### src/rtl/mips_ctrl_pkg.sv
// rtl/mips_ctrl_pkg.sv - shared encodings, control bundle type and bubble constant for the MIPS pipeline control
package mips_ctrl_pkg;

    localparam logic [5:0] OP_RTYPE = 6'b000000;
    localparam logic [5:0] OP_LW    = 6'b100011;
    localparam logic [5:0] OP_SW    = 6'b101011;
    localparam logic [5:0] OP_BEQ   = 6'b000100;
    localparam logic [5:0] OP_ADDI  = 6'b001000;
    localparam logic [5:0] OP_J     = 6'b000010;
    localparam logic [5:0] OP_ANDI  = 6'b001100;
    localparam logic [5:0] OP_ORI   = 6'b001101;
    localparam logic [5:0] OP_SLTI  = 6'b001010;

    localparam logic [5:0] FN_ADD = 6'b100000;
    localparam logic [5:0] FN_SUB = 6'b100010;
    localparam logic [5:0] FN_AND = 6'b100100;
    localparam logic [5:0] FN_OR  = 6'b100101;
    localparam logic [5:0] FN_SLT = 6'b101010;

    typedef enum logic [1:0] {
        ALUOP_ADD   = 2'b00,
        ALUOP_SUB   = 2'b01,
        ALUOP_FUNCT = 2'b10,
        ALUOP_IMM   = 2'b11
    } aluop_e;

    localparam logic [2:0] ALU_AND = 3'b000;
    localparam logic [2:0] ALU_OR  = 3'b001;
    localparam logic [2:0] ALU_ADD = 3'b010;
    localparam logic [2:0] ALU_SUB = 3'b110;
    localparam logic [2:0] ALU_SLT = 3'b111;

    localparam logic [1:0] FWD_RF = 2'b00;
    localparam logic [1:0] FWD_W  = 2'b01;
    localparam logic [1:0] FWD_M  = 2'b10;

    typedef struct packed {
        logic       regwrite;
        logic       memtoreg;
        logic       memwrite;
        logic       branch;
        logic [2:0] aluctrl;
        logic       alusrc;
        logic       regdst;
    } ctrl_bundle_t;

    localparam ctrl_bundle_t BUBBLE = '0;

    function automatic logic [2:0] imm_aluctrl(input logic [5:0] opcode);
        case (opcode)
            OP_ANDI: imm_aluctrl = ALU_AND;
            OP_ORI:  imm_aluctrl = ALU_OR;
            default: imm_aluctrl = ALU_SLT;
        endcase
    endfunction

endpackage

### src/rtl/mips_hazard_unit.sv
// rtl/mips_hazard_unit.sv - load-use stall, branch/jump flush and EX-stage forwarding selects
module mips_hazard_unit
    import mips_ctrl_pkg::*;
#(
    parameter int REG_AW = 5
) (
    input  logic [REG_AW-1:0] i_rs_d,
    input  logic [REG_AW-1:0] i_rt_d,
    input  logic [REG_AW-1:0] i_rs_e,
    input  logic [REG_AW-1:0] i_rt_e,
    input  logic              i_memtoreg_e,
    input  logic              i_branch_m,
    input  logic              i_zero_m,
    input  logic              i_regwrite_m,
    input  logic [REG_AW-1:0] i_writereg_m,
    input  logic              i_regwrite_w,
    input  logic [REG_AW-1:0] i_writereg_w,
    input  logic              i_jump_d,
    output logic              o_pcsrc_m,
    output logic              o_jump_d,
    output logic              o_stall_f,
    output logic              o_stall_d,
    output logic              o_flush_d,
    output logic              o_flush_e,
    output logic              o_flush_m,
    output logic [1:0]        o_fwd_a_e,
    output logic [1:0]        o_fwd_b_e
);

    logic w_lwstall;
    logic w_stall;

    function automatic logic [1:0] fwd_sel(
        input logic [REG_AW-1:0] src,
        input logic              rw_m,
        input logic [REG_AW-1:0] wr_m,
        input logic              rw_w,
        input logic [REG_AW-1:0] wr_w
    );
        if (rw_m && (wr_m != '0) && (wr_m == src))
            fwd_sel = FWD_M;
        else if (rw_w && (wr_w != '0) && (wr_w == src))
            fwd_sel = FWD_W;
        else
            fwd_sel = FWD_RF;
    endfunction

    assign o_pcsrc_m = i_branch_m & i_zero_m;
    assign w_lwstall = i_memtoreg_e & ((i_rt_e == i_rs_d) | (i_rt_e == i_rt_d));

    // A taken branch squashes the load-use pair, so it overrides the stall.
    assign w_stall   = w_lwstall & ~o_pcsrc_m;
    // A stalled jump is held in D and retried once the load has moved on.
    assign o_jump_d  = i_jump_d & ~w_stall;

    assign o_stall_f = w_stall;
    assign o_stall_d = w_stall;
    assign o_flush_d = o_pcsrc_m | o_jump_d;
    assign o_flush_e = o_pcsrc_m | w_stall;
    assign o_flush_m = o_pcsrc_m;

    assign o_fwd_a_e = fwd_sel(i_rs_e, i_regwrite_m, i_writereg_m, i_regwrite_w, i_writereg_w);
    assign o_fwd_b_e = fwd_sel(i_rt_e, i_regwrite_m, i_writereg_m, i_regwrite_w, i_writereg_w);

endmodule

### src/rtl/mips_pipe_ctrl.sv
// rtl/mips_pipe_ctrl.sv - decode and D/E/M/W control pipeline for the 5-stage MIPS core
module mips_pipe_ctrl
    import mips_ctrl_pkg::*;
#(
    parameter int REG_AW       = 5,
    parameter int ALUCTRL_W    = 3,
    parameter bit EN_IMM_LOGIC = 1'b1
) (
    input  logic                 clk,
    input  logic                 rst,
    input  logic [5:0]           i_opcode_d,
    input  logic [5:0]           i_funct_d,
    input  logic [REG_AW-1:0]    i_rs_d,
    input  logic [REG_AW-1:0]    i_rt_d,
    input  logic [REG_AW-1:0]    i_rd_d,
    input  logic                 i_zero_m,
    output logic                 o_jump_d,
    output logic                 o_alusrc_e,
    output logic                 o_regdst_e,
    output logic [ALUCTRL_W-1:0] o_aluctrl_e,
    output logic                 o_memwrite_m,
    output logic                 o_pcsrc_m,
    output logic                 o_regwrite_w,
    output logic                 o_memtoreg_w,
    output logic [REG_AW-1:0]    o_writereg_w,
    output logic                 o_stall_f,
    output logic                 o_stall_d,
    output logic                 o_flush_d,
    output logic [1:0]           o_fwd_a_e,
    output logic [1:0]           o_fwd_b_e,
    output logic                 o_illegal_d
);

    ctrl_bundle_t      w_main_d;
    ctrl_bundle_t      w_ctrl_d;
    aluop_e            w_aluop_d;
    logic              w_uses_alu_d;
    logic              w_jump_raw_d;
    logic              w_bad_op_d;
    logic              w_bad_fn_d;
    logic [2:0]        w_aluctrl_d;
    logic              w_illegal_d;
    logic [REG_AW-1:0] w_writereg_e;
    logic              w_flush_e;
    logic              w_flush_m;

    ctrl_bundle_t      r_ctrl_e;
    logic [REG_AW-1:0] r_rs_e;
    logic [REG_AW-1:0] r_rt_e;
    logic [REG_AW-1:0] r_rd_e;
    ctrl_bundle_t      r_ctrl_m;
    logic [REG_AW-1:0] r_writereg_m;
    ctrl_bundle_t      r_ctrl_w;
    logic [REG_AW-1:0] r_writereg_w;

    always_comb begin
        w_main_d     = BUBBLE;
        w_aluop_d    = ALUOP_ADD;
        w_uses_alu_d = 1'b1;
        w_jump_raw_d = 1'b0;
        w_bad_op_d   = 1'b0;
        case (i_opcode_d)
            OP_RTYPE: begin
                w_main_d.regwrite = 1'b1;
                w_main_d.regdst   = 1'b1;
                w_aluop_d         = ALUOP_FUNCT;
            end
            OP_LW: begin
                w_main_d.regwrite = 1'b1;
                w_main_d.alusrc   = 1'b1;
                w_main_d.memtoreg = 1'b1;
            end
            OP_SW: begin
                w_main_d.alusrc   = 1'b1;
                w_main_d.memwrite = 1'b1;
            end
            OP_BEQ: begin
                w_main_d.branch   = 1'b1;
                w_aluop_d         = ALUOP_SUB;
            end
            OP_ADDI: begin
                w_main_d.regwrite = 1'b1;
                w_main_d.alusrc   = 1'b1;
            end
            OP_J: begin
                w_jump_raw_d = 1'b1;
                w_uses_alu_d = 1'b0;
            end
            OP_ANDI, OP_ORI, OP_SLTI: begin
                if (EN_IMM_LOGIC) begin
                    w_main_d.regwrite = 1'b1;
                    w_main_d.alusrc   = 1'b1;
                    w_aluop_d         = ALUOP_IMM;
                end else begin
                    w_bad_op_d = 1'b1;
                end
            end
            default: w_bad_op_d = 1'b1;
        endcase
    end

    always_comb begin
        w_aluctrl_d = ALU_ADD;
        w_bad_fn_d  = 1'b0;
        case (w_aluop_d)
            ALUOP_ADD: w_aluctrl_d = ALU_ADD;
            ALUOP_SUB: w_aluctrl_d = ALU_SUB;
            ALUOP_IMM: w_aluctrl_d = imm_aluctrl(i_opcode_d);
            default: begin
                case (i_funct_d)
                    FN_ADD:  w_aluctrl_d = ALU_ADD;
                    FN_SUB:  w_aluctrl_d = ALU_SUB;
                    FN_AND:  w_aluctrl_d = ALU_AND;
                    FN_OR:   w_aluctrl_d = ALU_OR;
                    FN_SLT:  w_aluctrl_d = ALU_SLT;
                    default: begin
                        w_aluctrl_d = ALU_AND;
                        w_bad_fn_d  = 1'b1;
                    end
                endcase
            end
        endcase
    end

    // Illegal instructions travel as bubbles, register fields included, so they never forward.
    assign w_illegal_d = w_bad_op_d | w_bad_fn_d;

    always_comb begin
        w_ctrl_d = w_main_d;
        w_ctrl_d.aluctrl = w_uses_alu_d ? w_aluctrl_d : 3'b000;
        if (w_illegal_d)
            w_ctrl_d = BUBBLE;
    end

    assign w_writereg_e = r_ctrl_e.regdst ? r_rd_e : r_rt_e;

    mips_hazard_unit #(
        .REG_AW(REG_AW)
    ) u_hazard (
        .i_rs_d       (i_rs_d),
        .i_rt_d       (i_rt_d),
        .i_rs_e       (r_rs_e),
        .i_rt_e       (r_rt_e),
        .i_memtoreg_e (r_ctrl_e.memtoreg),
        .i_branch_m   (r_ctrl_m.branch),
        .i_zero_m     (i_zero_m),
        .i_regwrite_m (r_ctrl_m.regwrite),
        .i_writereg_m (r_writereg_m),
        .i_regwrite_w (r_ctrl_w.regwrite),
        .i_writereg_w (r_writereg_w),
        .i_jump_d     (w_jump_raw_d & ~rst),
        .o_pcsrc_m    (o_pcsrc_m),
        .o_jump_d     (o_jump_d),
        .o_stall_f    (o_stall_f),
        .o_stall_d    (o_stall_d),
        .o_flush_d    (o_flush_d),
        .o_flush_e    (w_flush_e),
        .o_flush_m    (w_flush_m),
        .o_fwd_a_e    (o_fwd_a_e),
        .o_fwd_b_e    (o_fwd_b_e)
    );

    always_ff @(posedge clk) begin
        if (rst || w_flush_e || w_illegal_d) begin
            r_ctrl_e <= BUBBLE;
            r_rs_e   <= '0;
            r_rt_e   <= '0;
            r_rd_e   <= '0;
        end else begin
            r_ctrl_e <= w_ctrl_d;
            r_rs_e   <= i_rs_d;
            r_rt_e   <= i_rt_d;
            r_rd_e   <= i_rd_d;
        end
    end

    always_ff @(posedge clk) begin
        if (rst || w_flush_m) begin
            r_ctrl_m     <= BUBBLE;
            r_writereg_m <= '0;
        end else begin
            r_ctrl_m     <= r_ctrl_e;
            r_writereg_m <= w_writereg_e;
        end
    end

    always_ff @(posedge clk) begin
        if (rst) begin
            r_ctrl_w     <= BUBBLE;
            r_writereg_w <= '0;
        end else begin
            r_ctrl_w     <= r_ctrl_m;
            r_writereg_w <= r_writereg_m;
        end
    end

    assign o_illegal_d  = w_illegal_d & ~rst;
    assign o_alusrc_e   = r_ctrl_e.alusrc;
    assign o_regdst_e   = r_ctrl_e.regdst;
    assign o_aluctrl_e  = ALUCTRL_W'(r_ctrl_e.aluctrl);
    assign o_memwrite_m = r_ctrl_m.memwrite;
    assign o_regwrite_w = r_ctrl_w.regwrite;
    assign o_memtoreg_w = r_ctrl_w.memtoreg;
    assign o_writereg_w = r_writereg_w;

endmodule
### config.mk
export PLATFORM = sky130hd
export DESIGN_NAME = mips_pipe_ctrl
export DESIGN_NICKNAME = d
export VERILOG_FILES = /design/src/rtl/mips_ctrl_pkg.sv /design/src/rtl/mips_hazard_unit.sv /design/src/rtl/mips_pipe_ctrl.sv
export SDC_FILE = /design/constraint.sdc
export NUM_CORES = 1
export LEC_CHECK = 0
export ABC_AREA = 1
export CORE_ASPECT_RATIO = 0.9
export CORE_UTILIZATION = 52
export DETAILED_ROUTE_END_ITERATION = 12
export PLACE_DENSITY_LB_ADDON = 0.08
export SLEW_MARGIN = 20
export SYNTH_ARGS = -nofsm -noshare
export SYNTH_HDL_FRONTEND = slang
export SYNTH_SLANG_ARGS = --single-unit
### constraint.sdc
create_clock -name clk -period 3.8 [get_ports clk]
set_clock_uncertainty 0.1 [all_clocks]
set_input_delay 1.14 -clock clk [delete_from_list [all_inputs] [get_ports clk]]
set_output_delay 1.14 -clock clk [all_outputs]
set_load 0.1 [all_outputs]
==> flow_summary.json <==
{
  "yosys-top-cells-area": "dfxtp_1 40%, nand2_1 9.6%, inv_1 8.9%, nor2_1 7.4%, nor2_2 6.6%",
  "final_area_sq_um": 2880,
  "fin_crit_ns": 3.76,
  "die_w_um": 67.2,
  "dp.cells": 374,
  "layout_common_cells": "47 x nand2_1, 46 x inv_1, 40 x dfxtp_1, 36 x buf_4, 32 x nor2_1",
  "area_growth_pct": 44.7,
  "ys_seq_area_share_pct": 40.3,
  "dieArea_sq_um": 4080,
  "arrival_ns": 2.52,
  "cts_tree": "done",
  "ir_worst_vdd_v": 0.000279,
  "cts_buffers": 5,
  "slowest_delay_ns": 0.46,
  "holdPathStages": 2,
  "path_delay_family": "buffers and inverters",
  "port_buffers": 52,
  "place_area_sq_um": 2660,
  "slowest_stage": "clkdlybuf4s50_1",
  "num_vias": 1822,
  "fin_util_pct": 82.2,
  "clockBufferDepth": 2,
  "n_antenna_cell": 0,
  "grt_max_degree": 22,
  "drt_iter0_drc": 82,
  "crit_path_start_kind": "primary input",
  "status": "completed",
  "pin_count": 53,
  "path_cells": "clkdlybuf4s50_1 > nor2_1 > nand3_2 > nand2_2 > nor2_4 > a21oi_4 > nor2_2 > buf_12",
  "yosysTopAreaCell": "dfxtp_1",
  "clk_pin_slew_worst_paths_ns": 0.07,
  "worstMarginPinSlew_ns": 0.644,
  "p_per_area_nw_per_um2": 311,
  "cp_data_required_time_ns": 2.56,
  "start_util_pct": 56.8,
  "grt_pass1_wl_um": 7370,
  "holdWs_ns": 0.315,
  "drt-total-wl_um": 4540,
  "setup_viol": 0,
  "die-height_um": 60.7,
  "drv_slew": 0,
  "worstSetupStartpoint": "i_opcode_d[1]",
  "r2r-start": "r_rt_e[0]",
  "ys_ff_latch": 40,
  "min_from": "r_ctrl_e[8]",
  "critical_path.max_fanout": 4,
  "viasPerCell": 4.73,
  "grt_pass1_vias": 1719,
  "syn_inst": 274,
  "rows": 20,
  "fin_cells": 385,
  "drc": 0,
  "antenna_found_initial": 0,
  "critPathKind": "in -> out",
  "cts-root-buf": "clkbuf_8",
  "final_common_cell": "nand2_1",
  "netlist.area_leader.share_pct": 40.3,
  "clock_sinks": 40,
  "clk_latency_ns": 0.28,
  "worst-path-buf-inv": 2,
  "ys_types": 25,
  "hold_class": "reg -> reg",
  "yosys_warnings": 0,
  "end_kind": "primary output",
  "avgSynthCellArea_sq_um": 7.26,
  "hpwl_um": 3310,
  "period_share_pct": 98.9,
  "gp_congestion": 0.887,
  "overflow": 0,
  "fp.coreArea_sq_um": 3500,
  "syn-num-nets": 304,
  "fmax_mhz": 266,
  "firstDrtPassIters": 4,
  "drive_gt1_share_pct": 27.9,
  "power_mw": 0.897,
  "post_drt_wl_per_cell_um": 11.8,
  "nets": 370,
  "cts.htree.levels": 2,
  "grt.total_usage_pct": 24.4,
  "p_leak_nw": 1.42,
  "ant_nets": 0,
  "postCtsHoldBufs": 0,
  "relSlewSlack_pct": 56.6,
  "finalHoldViolCount": 0,
  "crit_cells": 8,
  "drv_cap": 0,
  "netlist_area_sq_um": 1990,
  "rr_worst_depth": 9
}
==> report_power, final <==
part           leakage, nW  switching (mW)  internal (mW)
sequential           0.323         0.00689          0.425
combinational         1.04          0.0685         0.0602
clock               0.0552           0.141          0.195
total                 1.42           0.217          0.680
==> path summary, 6_finish.rpt <==
check | endpoint | slack (ns)
max | o_illegal_d | 0.04
min | r_ctrl_m[8] | 0.32
max reg2reg | r_ctrl_e[5] | 1.83
min reg2reg | r_ctrl_m[8] | 0.32
==> area by class of cell <==
class                           count  area (sq um)
Clock inverter                      2          35.0
Sequential cell                    40           801
Clock buffer                        6          72.6
Multi-Input combinational cell    173          1010
Fill cell                         222           624
Timing Repair Buffer               71           713
Inverter                           49           188
Tap cell                           44          55.1
==> kinds of logic after synthesis <==
family	count (synthesis)	share of synthesized area [%]
buf+inv	61	13.5
simple gates	141	33.0
compound gates	10	3.52
flops	40	40.3
xor+xnor	22	9.69
==> per-layer routing <==
layer	up-vias	global-route usage, %	routed length, um
li1	948	-	-
met1	813	29.4	2080
met2	59	44.7	2210
met3	2	5.08	238
met4	0	5.47	14
met5	-	0	0
==> synth_stat cells (all sizes together) <==
cell and number:
nor4 2, o21ai 2, dfxtp 40, clkinv 1, nand2 52, nand4 3, xor2 7, buf 12
nand3 16, nor3 6, xnor2 15, nor2 62, o21a 1, inv 48, a21oi 6, o221a 1
==> state kept, by name, indices dropped and copies added (netlist names) <==
signal / cells
o_writereg_w: 5
r_rd_e: 5
r_rs_e: 5
r_rt_e: 5
r_writereg_m: 5
r_ctrl_e: 4
o_aluctrl_e: 3
r_ctrl_m: 3
o_alusrc_e: 1
o_memtoreg_w: 1
o_memwrite_m: 1
o_regdst_e: 1
o_regwrite_w: 1
==> tightest hold or removal path, delay by kind of cell, from the launching register on <==
kind / cells / cell delay [ns]
DFF: 1 / 0.30
buffers and inverters: 1 / 0.04
and+or+nand+nor: 1 / 0.03
==> stage by stage <==
step | setup WS [ns] | setup TNS (ns)
global route | -0.000525 | -0.000525
CTS | 0.00544 | 0
global placement | -0.0100 | -0.0179
detailed placement | -0.0427 | -0.0528
finish | 0.0406 | 0
floorplan | -0.0789 | -0.0789
==> repair_timing <==
item / in CTS / in global routing
pin swaps: 0 / 10
endpoints found under the setup margin: 3 / 5
resized for setup: 5 / 23
setup buffers: 0 / 3
Note: power is estimated with default switching activity, not from simulation.
